<file path="src/rtl/input_conditioner_pkg.sv">
// Shared constants, debounce state type and counter sizing
// for the button/switch input conditioner.
package input_conditioner_pkg;

  localparam int N_BTN           = 4;
  localparam int N_SW            = 10;
  localparam int SYNC_STAGES     = 2;
  localparam int DEBOUNCE_CYCLES = 500000;

  typedef enum logic {
    DB_IDLE,
    DB_PENDING
  } db_state_e;

  // Counter must hold 0..n-1; never narrower than one bit.
  function automatic int cnt_width(input int n);
    return ($clog2(n) < 1) ? 1 : $clog2(n);
  endfunction

endpackage

</file>
<file path="src/rtl/debounce_cell.sv">
// One input bit: synchroniser, optional inversion, debounce FSM.
// Ports: clk_clk, reset_reset_n, raw_in, reset_val -> level, rise, fall.
module debounce_cell
  import input_conditioner_pkg::*;
#(
  parameter int SYNC_STAGES     = 2,
  parameter int DEBOUNCE_CYCLES = 8,
  parameter bit INVERT          = 1'b0
) (
  input  logic clk_clk,
  input  logic reset_reset_n,
  input  logic raw_in,
  input  logic reset_val,
  output logic level,
  output logic rise,
  output logic fall
);

  localparam int CW = cnt_width(DEBOUNCE_CYCLES);
  localparam logic [CW-1:0] TERM = CW'(DEBOUNCE_CYCLES - 1);

  logic [SYNC_STAGES-1:0] sync_q;
  logic                   synced;
  db_state_e              state_q, state_d;
  logic [CW-1:0]          cnt_q, cnt_d;
  logic                   stable_q, stable_d;
  logic                   rise_q, fall_q;
  logic                   diff, term;

  always_ff @(posedge clk_clk or negedge reset_reset_n) begin
    if (!reset_reset_n) begin
      sync_q <= {SYNC_STAGES{reset_val}};
    end else begin
      sync_q <= {sync_q[SYNC_STAGES-2:0], raw_in};
    end
  end

  // Buttons flip here so the FSM always sees active-high.
  assign synced = sync_q[SYNC_STAGES-1] ^ INVERT;
  assign diff   = synced ^ stable_q;
  assign term   = (cnt_q == TERM);

  always_ff @(posedge clk_clk or negedge reset_reset_n) begin
    if (!reset_reset_n) begin
      state_q  <= DB_IDLE;
      cnt_q    <= '0;
      stable_q <= 1'b0;
      rise_q   <= 1'b0;
      fall_q   <= 1'b0;
    end else begin
      state_q  <= state_d;
      cnt_q    <= cnt_d;
      stable_q <= stable_d;
      rise_q   <= stable_d & ~stable_q;
      fall_q   <= ~stable_d & stable_q;
    end
  end

  always_comb begin
    state_d = state_q;
    unique case (state_q)
      DB_IDLE:    if (diff) state_d = DB_PENDING;
      DB_PENDING: if (!diff || term) state_d = DB_IDLE;
      default:    state_d = DB_IDLE;
    endcase
  end

  always_comb begin
    cnt_d    = '0;
    stable_d = stable_q;
    unique case (1'b1)
      (state_q == DB_IDLE) && diff:
        cnt_d = CW'(1);
      (state_q == DB_PENDING) && diff && !term:
        cnt_d = cnt_q + 1'b1;
      (state_q == DB_PENDING) && diff && term:
        stable_d = synced;
      default: ;
    endcase
  end

  assign level = stable_q;
  assign rise  = rise_q;
  assign fall  = fall_q;

endmodule

</file>
<file path="src/rtl/input_conditioner.sv">
// Debounced button/switch front-end for the Nios PIO inputs.
// Ports: raw buttons/switches in; levels, pulses, event_any out.
module input_conditioner
  import input_conditioner_pkg::*;
#(
  parameter int N_BTN           = input_conditioner_pkg::N_BTN,
  parameter int N_SW            = input_conditioner_pkg::N_SW,
  parameter int SYNC_STAGES     = input_conditioner_pkg::SYNC_STAGES,
  parameter int DEBOUNCE_CYCLES = input_conditioner_pkg::DEBOUNCE_CYCLES
) (
  input  logic             clk_clk,
  input  logic             reset_reset_n,
  input  logic [N_BTN-1:0] btn_n_raw,
  input  logic [N_SW-1:0]  sw_raw,
  output logic [N_BTN-1:0] btn_level,
  output logic [N_BTN-1:0] btn_press,
  output logic [N_BTN-1:0] btn_release,
  output logic [N_SW-1:0]  sw_level,
  output logic [N_SW-1:0]  sw_change,
  output logic             event_any
);

  logic [N_SW-1:0] sw_rise, sw_fall;

  for (genvar i = 0; i < N_BTN; i++) begin : g_btn
    debounce_cell #(
      .SYNC_STAGES     (SYNC_STAGES),
      .DEBOUNCE_CYCLES (DEBOUNCE_CYCLES),
      .INVERT          (1'b1)
    ) u_cell (
      .clk_clk       (clk_clk),
      .reset_reset_n (reset_reset_n),
      .raw_in        (btn_n_raw[i]),
      .reset_val     (1'b1),
      .level         (btn_level[i]),
      .rise          (btn_press[i]),
      .fall          (btn_release[i])
    );
  end

  for (genvar i = 0; i < N_SW; i++) begin : g_sw
    debounce_cell #(
      .SYNC_STAGES     (SYNC_STAGES),
      .DEBOUNCE_CYCLES (DEBOUNCE_CYCLES),
      .INVERT          (1'b0)
    ) u_cell (
      .clk_clk       (clk_clk),
      .reset_reset_n (reset_reset_n),
      .raw_in        (sw_raw[i]),
      .reset_val     (1'b0),
      .level         (sw_level[i]),
      .rise          (sw_rise[i]),
      .fall          (sw_fall[i])
    );
  end

  assign sw_change = sw_rise | sw_fall;
  assign event_any = |{btn_press, btn_release, sw_change};

endmodule

</file>
<file path="config.mk">
export PLATFORM = sky130hd
export DESIGN_NAME = input_conditioner
export DESIGN_NICKNAME = d
export VERILOG_FILES = /design/src/rtl/input_conditioner_pkg.sv /design/src/rtl/debounce_cell.sv /design/src/rtl/input_conditioner.sv
export SDC_FILE = /design/constraint.sdc
export NUM_CORES = 1
export LEC_CHECK = 0
export ABC_AREA = 1
export BUFFER_PORTS_ARGS = -buffer_cell sky130_fd_sc_hd__buf_2
export CORE_UTILIZATION = 46
export CTS_CLUSTER_SIZE = 14
export DETAILED_ROUTE_END_ITERATION = 7
export GPL_TIMING_DRIVEN = 0
export PLACE_DENSITY_LB_ADDON = 0.08
export RECOVER_POWER = 25
export SYNTH_ARGS = -nofsm -noshare
export SYNTH_HDL_FRONTEND = slang
export SYNTH_SLANG_ARGS = --single-unit
export TNS_END_PERCENT = 20
</file>
<file path="constraint.sdc">
create_clock -name clk_clk -period 2.2 [get_ports clk_clk]
set_clock_uncertainty 0.2 [all_clocks]
set_input_delay 0.22 -clock clk_clk [delete_from_list [all_inputs] [get_ports clk_clk]]
set_output_delay 0.22 -clock clk_clk [all_outputs]
set_load 0.05 [all_outputs]
</file>
==> flow_summary.ini, run 1 <==
[outcome]
outcome = finished, violations left
violations = negative hold slack, negative setup slack

[final_layout]
drive_above_1_share = 0.0846
final_core_util = 0.532
multi_input_area_um2 = 8660
area_delta_synth_final_pct = 13.7
seq_area_um2 = 8770
fillCellCount = 3862
antenna_cells = 0
nets = 2601

[worst_setup_path]
path_delay_family = simple AND/OR/NAND/NOR gates
path_class = reg2out
crit_fanout = 2
cp.required_ns = 1.78
worst_setup_path_end_kind = output pin
cp_num_buf_inv = 1
critPathSlowestCell = dfrtp_1
critPathLaunchType = flip-flop
cpPeakStageDelay_ns = 0.39
path_cells = nor2_4 > nand4_1 > nor2_1 > nand4_1 > buf_6
crit_arrival_ns = 1.80
crit_top_cell = nand4_1

[yosys]
synth_edf_count = 0
ys_seq_elements = 350
yosys_warnings = 0
syn-cell-area_um2 = 18600
yosys_most_used_dff = dfrtp_1
synth_top_area_frac = 0.459
synthDistinctLibCells = 33
synth_nets = 2489
ys_seq_area_frac = 0.470
synth.most_common_cell = nor2_1
async_flop_share = 1.00
syn_inst = 2459
syn_area_per_cell_um2 = 7.58
ys_top_cells_by_area = dfrtp_1 46%, nor2_1 14%, nand2_1 11%
yosys-top-cells-count = 708 x nor2_1, 562 x nand2_1, 342 x dfrtp_1, 249 x inv_1, 176 x nand3_1
synth_area_leader_cell = dfrtp_1

[timing]
rsz0062_at_grt = yes
period_minus_slack_ns = 2.22
worstMarginPinSlew_ns = 0.964
fin_crit_sh = 1.01
relSlewSlack = 0.357
fmax_mhz = 450
hold_ws_ns = -0.0714
maxSlewViolCount = 0
setup_violations = 1
setup_tns_ns = -0.0219
finalHoldViolCount = 43
worst_slack_ns = -0.0219

[clock_tree]
htree_levels = 2
cts_buffer_depth = 3
cts_sinks = 350
postCtsHoldBufs = 15
clk_latency_ns = 0.57
cts_tree = yes
clock-root-buffer = clkbuf_16
cts_buffers = 43
cts.clk_slew.worst_paths_ns = 0.05

[place]
port-buffer-count = 48
pre_cts_slack_ns = 0.138
place.gp.congestion = 0.886
dp.final_hpwl_um = 27800

[global_route]
grt_pass1_wl_um = 67900
grt_overflow = 0
antenna_found_initial = 0
grt_use_total = 0.197
grt_max_degree = 106
first_global_vias = 14618

[die]
rows = 73
ios = 49
die_h_um = 203
start_util = 0.468
die_w_um = 203
dieArea_um2 = 41300
core_um2 = 39800

[pwr]
total_power_w = 0.0142
vdd.ir_drop.worst_v = 0.000465
p_leak_nw = 8.85
power_density_nw_per_um2 = 672

[hold_path]
hold_path.class = in2async

[drt]
via_per_inst = 4.80
dr.pass1.iters = 5
final_antenna_net_count = 0
drc = 0
routed_wl_um = 38700
drtIter0Drc = 620
vias = 15004
wl_per_cell_um = 12.4

[run]
maxCapViolCount = 0
cells in the final DEF, fill, tap and decap left out, types with 8 or more instances in the layout:
cell type,instances
nor2_1,702
nand2_1,562
dfrtp_1,342
inv_1,249
nand3_1,176
xor2_1,142
buf_2,48
xnor2_1,47
nand4_1,46
clkbuf_16,43
o21ai_0,24
buf_4,23
buf_6,15
dlygate4sd3_1,15
ha_1,14
a21oi_1,13
nor2_2,13
clkbuf_1,13
nand3_2,12
nand3b_1,12
nand2_2,11
nor3_1,11
clkbuf_8,9
nor2_4,8
dfstp_2,8
area by class of cell:
| class | instances | area share |
|---|---|---|
| buffer | 39 | 0.0154 |
| clock inverter | 14 | 0.00661 |
| timing repair buffer | 67 | 0.0217 |
| clock buffer | 62 | 0.0584 |
| inverter | 250 | 0.0443 |
| multi-input combinational | 1820 | 0.409 |
| sequential | 350 | 0.414 |
| tap | 525 | 0.0310 |
worst paths after layout:
kind,start,endpoint,slack [ns],cells after the start
worst max-delay path,g_sw[1].u_cell.rise,event_any,-0.02,5
worst min-delay path,reset_reset_n,g_sw[3].u_cell.cnt_q[12],-0.07,2
worst max register to register,g_sw[8].u_cell.cnt_q[0],g_sw[8].u_cell.state_q,0.24,7
worst min register to register,g_sw[8].u_cell.sync_q[0],g_sw[8].u_cell.sync_q[1],0.15,0
max in group asynchronous,reset_reset_n,g_btn[1].u_cell.sync_q[0],0.27,4
min in group clk_clk,sw_raw[5],g_sw[5].u_cell.sync_q[0],0.11,2
repair_timing:
item                       CTS  global route
pin swaps                    3             0
setup endpoints to repair    1             1
resized for setup           13             3
gates cloned                 0             0
buffers inserted             1             0
hold endpoints to repair   255            43
cell families after synthesis:
kind of cell,after synthesis,share of synthesized area
AND/OR/NAND/NOR,1569,0.349
flip-flops,350,0.470
buffers and inverters,289,0.0678
XOR/XNOR,189,0.0888
AO/OA/AOI/OAI,48,0.0144
adder cells (fa/ha/maj),14,0.00940
where the power goes:
part	leakage [nW]	total, W	switching, W	internal (W)
combinational	3.41	0.000647	0.000445	0.000203
clock	0.676	0.00688	0.00274	0.00414
sequential	4.76	0.00670	0.000123	0.00658
routing by layer:
layer  vias to the layer above  wire length [um]  track usage
li1                       7787                 -            -
met1                      6932             19000        0.268
met2                       223             17100        0.314
met3                        62              1630       0.0352
met4                         0               956       0.0693
met5                         -                 0            0
registers in the layout, indices dropped and copies added (netlist names):
signal,cells
g_btn.u_cell.state_q,4
g_sw.u_cell.level,10
g_btn.u_cell.rise,4
g_sw.u_cell.fall,10
g_btn.u_cell.cnt_q,76
g_sw.u_cell.state_q,10
g_btn.u_cell.fall,4
g_btn.u_cell.level,4
g_sw.u_cell.rise,10
g_sw.u_cell.sync_q,20
g_sw.u_cell.cnt_q,190
g_btn.u_cell.sync_q,8
through the flow:
stage               hold WS [ns]  cell area [um^2]  instances
floorplan                 -0.276             18600       2459
global placement           0.125             19500       3032
detailed placement       -0.0575             19600       3035
CTS                      -0.0617             21200       3127
global route             -0.0500             21200       3127
finish                   -0.0714             21200       3127
Note: power is estimated with default switching activity, not from simulation.
==> run 2: changes to the inputs <==
--- a/config.mk
+++ b/config.mk
@@ -5,7 +5,6 @@
 export SDC_FILE = /design/constraint.sdc
 export NUM_CORES = 1
 export LEC_CHECK = 0
-export ABC_AREA = 1
 export BUFFER_PORTS_ARGS = -buffer_cell sky130_fd_sc_hd__buf_2
 export CORE_UTILIZATION = 46
 export CTS_CLUSTER_SIZE = 14
==> run 2 against run 1 <==
Compared with the run above: the flow finishes with violations (negative setup slack); flip-flop and latch count unchanged; via count down 20%; utilization up 2.0 points; sequential power about the same; synthesized cell count down 34%; final area down 9.1%; clock power about the same; area after synthesis down 12%.
==> flow_summary.ini, run 2 <==
[outcome]
outcome = finished, violations left
violations = negative setup slack

[yosys]
synth.most_common_cell = dfrtp_1
synth_area_leader_cell = dfrtp_1
syn_area_per_cell_um2 = 10.1
synthDistinctLibCells = 54
yosys_warnings = 0
syn-cell-area_um2 = 16400
async_flop_share = 1.00
syn_inst = 1625
ys_seq_elements = 350
synth_edf_count = 0
synth_nets = 1655
yosys_most_used_dff = dfrtp_1
synth_top_area_frac = 0.520
ys_seq_area_frac = 0.533
ys_top_cells_by_area = dfrtp_1 52%, xnor2_1 5.2%, nor2_1 5.2%
yosys-top-cells-count = 342 x dfrtp_1, 226 x nor2_1, 98 x xnor2_1, 89 x nand3_1, 88 x xor2_1

[place]
placed_cells = 2131
postPlaceCellArea_um2 = 17400
place.gp.congestion = 0.826
port-buffer-count = 48
dp.final_hpwl_um = 20700
pre_cts_slack_ns = -0.402

[final_layout]
seq_area_um2 = 8780
antenna_cells = 0
instances_no_fill = 2229
multi_input_area_um2 = 7350
drive_above_1_share = 0.158
nets = 1775
area_delta_synth_final_pct = 17.1
layout_commonest_cell = dfrtp_1
top_regs = g_sw.u_cell.cnt_q: 190 flops, g_btn.u_cell.cnt_q: 76 flops, g_sw.u_cell.sync_q: 20 flops
stdcell_area_um2 = 19300
fillCellCount = 3094
regMostFlops = g_sw.u_cell.cnt_q
final_core_util = 0.552
largest_register_ffs = 190
final_cell_mix = 335 x dfrtp_1, 223 x nor2_1, 98 x xnor2_1, 88 x xor2_1, 87 x nand3_1

[drt]
drc = 0
dr.pass1.iters = 4
via_per_inst = 5.39
drtIter0Drc = 498
vias = 12008
routed_wl_um = 31700
final_antenna_net_count = 0
wl_per_cell_um = 14.2

[pwr]
vdd.ir_drop.worst_v = 0.000686
power_density_nw_per_um2 = 737
p_leak_nw = 7.75

[timing]
hold_ws_ns = 0.125
fmax_mhz = 368
setup_violations = 1
worst_slack_ns = -0.519
rsz0062_at_grt = yes
worstMarginPinSlew_ns = 1.12
maxSlewViolCount = 0
relSlewSlack = 0.255
period_minus_slack_ns = 2.72
finalHoldViolCount = 0
fin_crit_sh = 1.24

[global_route]
first_global_vias = 11433
grt_max_degree = 117
grt_pass1_wl_um = 54600
antenna_found_initial = 0
grt_use_total = 0.179
grt_overflow = 0

[worst_setup_path]
path_class = reg2out
cp.required_ns = 1.78
crit_fanout = 2
setup.worst_path.start = g_sw[9].u_cell.fall
crit_arrival_ns = 2.30
r2r_start = g_sw[9].u_cell.cnt_q[11]
critPathLaunchType = flip-flop
worst_setup_path_end_kind = output pin

[die]
rows = 68
dieArea_um2 = 36500
ios = 49
start_util = 0.471
die_w_um = 191
die_h_um = 191
core_um2 = 34900

[clock_tree]
clock-root-buffer = clkbuf_16
cts_sinks = 350
htree_levels = 2
cts_buffers = 40
cts_buffer_depth = 3
clk_latency_ns = 0.54
cts_tree = yes
cts.clk_slew.worst_paths_ns = 0.05

[run]
maxCapViolCount = 0

[hold_path]
min-delay-start = sw_raw[2]
hold_path.class = in2reg
run 2: cell count changes after synthesis, moves of 41 or more:
| cell | delta |
|---|---|
| nand2_1 | -476 |
| xnor2_1 | +51 |
| nor2_1 | -482 |
| nand3_1 | -87 |
| or3_1 | +41 |
| a21oi_1 | +54 |
| xor2_1 | -54 |
| inv_1 | -198 |
| nor4_1 | +42 |
run 2: layer usage:
metal | track usage | routed length, um
met1 | 0.251 | 15600
met2 | 0.286 | 14600
met3 | 0.0312 | 1050
met4 | 0.0491 | 583
met5 | 0 | 0
run 2: through the flow:
step | TNS, ns | total power [W]
6_report | -0.519 | 0.0142
5_1_grt | -29.08 | 0.0148
4_1_cts | -0.689 | 0.0144
3_5_place_dp | -23.56 | 0.00738
3_3_place_gp | -2155.87 | 0.00736
2_1_floorplan | -0.0859 | 0.00710
run 2: kinds of logic (layout without fill, tap and decap cells):
kind of cell | Yosys count | in the layout | share of synthesized area
AOI/OAI and AO/OA | 173 | 173 | 0.0615
xor gates and xnor gates | 186 | 186 | 0.0991
adders and majority gates | 14 | 14 | 0.0107
buffers and inverters | 118 | 267 | 0.0339
DFF | 350 | 350 | 0.533
muxes | 14 | 14 | 0.00928
and+or+nand+nor | 770 | 770 | 0.252
run 2: path summary, 6_finish.rpt:
kind                                       endpoint  slack, ns  depth (start not counted)
hold reg to reg            g_sw[3].u_cell.sync_q[1]       0.14                          0
setup reg to reg            g_sw[9].u_cell.cnt_q[6]       0.04                          6
max in group asynchronous  g_sw[6].u_cell.cnt_q[11]       0.08                          4
min in group asynchronous  g_sw[8].u_cell.cnt_q[15]       0.23                          2
setup / recovery                          event_any      -0.52                          5
hold / removal             g_sw[2].u_cell.sync_q[0]       0.13                          2
run 2: repair_timing:
item | CTS | global route
gates cloned | 1 | 1
gates resized for setup | 37 | 55
buffers inserted | 4 | 10
hold buffers | 15 | 0
endpoints found under the setup margin | 197 | 202
endpoints found under the hold margin | 108 | 0
pin swaps | 13 | 16
run 2: worst max-delay path, stage by stage (launching register included):
cell and delay [ns]:
dfrtp_1 0.35, or2_4 0.24, or4_4 0.59, nor4_4 0.26
nand4_1 0.15, buf_6 0.18
run 2: final cells by class:
cell class                      instances  area share
Sequential cell                       350       0.456
Timing Repair Buffer                   82      0.0303
Clock inverter                         12      0.0101
Clock buffer                           59      0.0615
Inverter                               51     0.00994
Buffer                                 63      0.0209
Multi-Input combinational cell       1157       0.382
Tap cell                              455      0.0296
run 2: where the power goes:
part	internal, W	switching (W)
combinational	0.000215	0.000403
clock	0.00431	0.00258
sequential	0.00658	0.000116
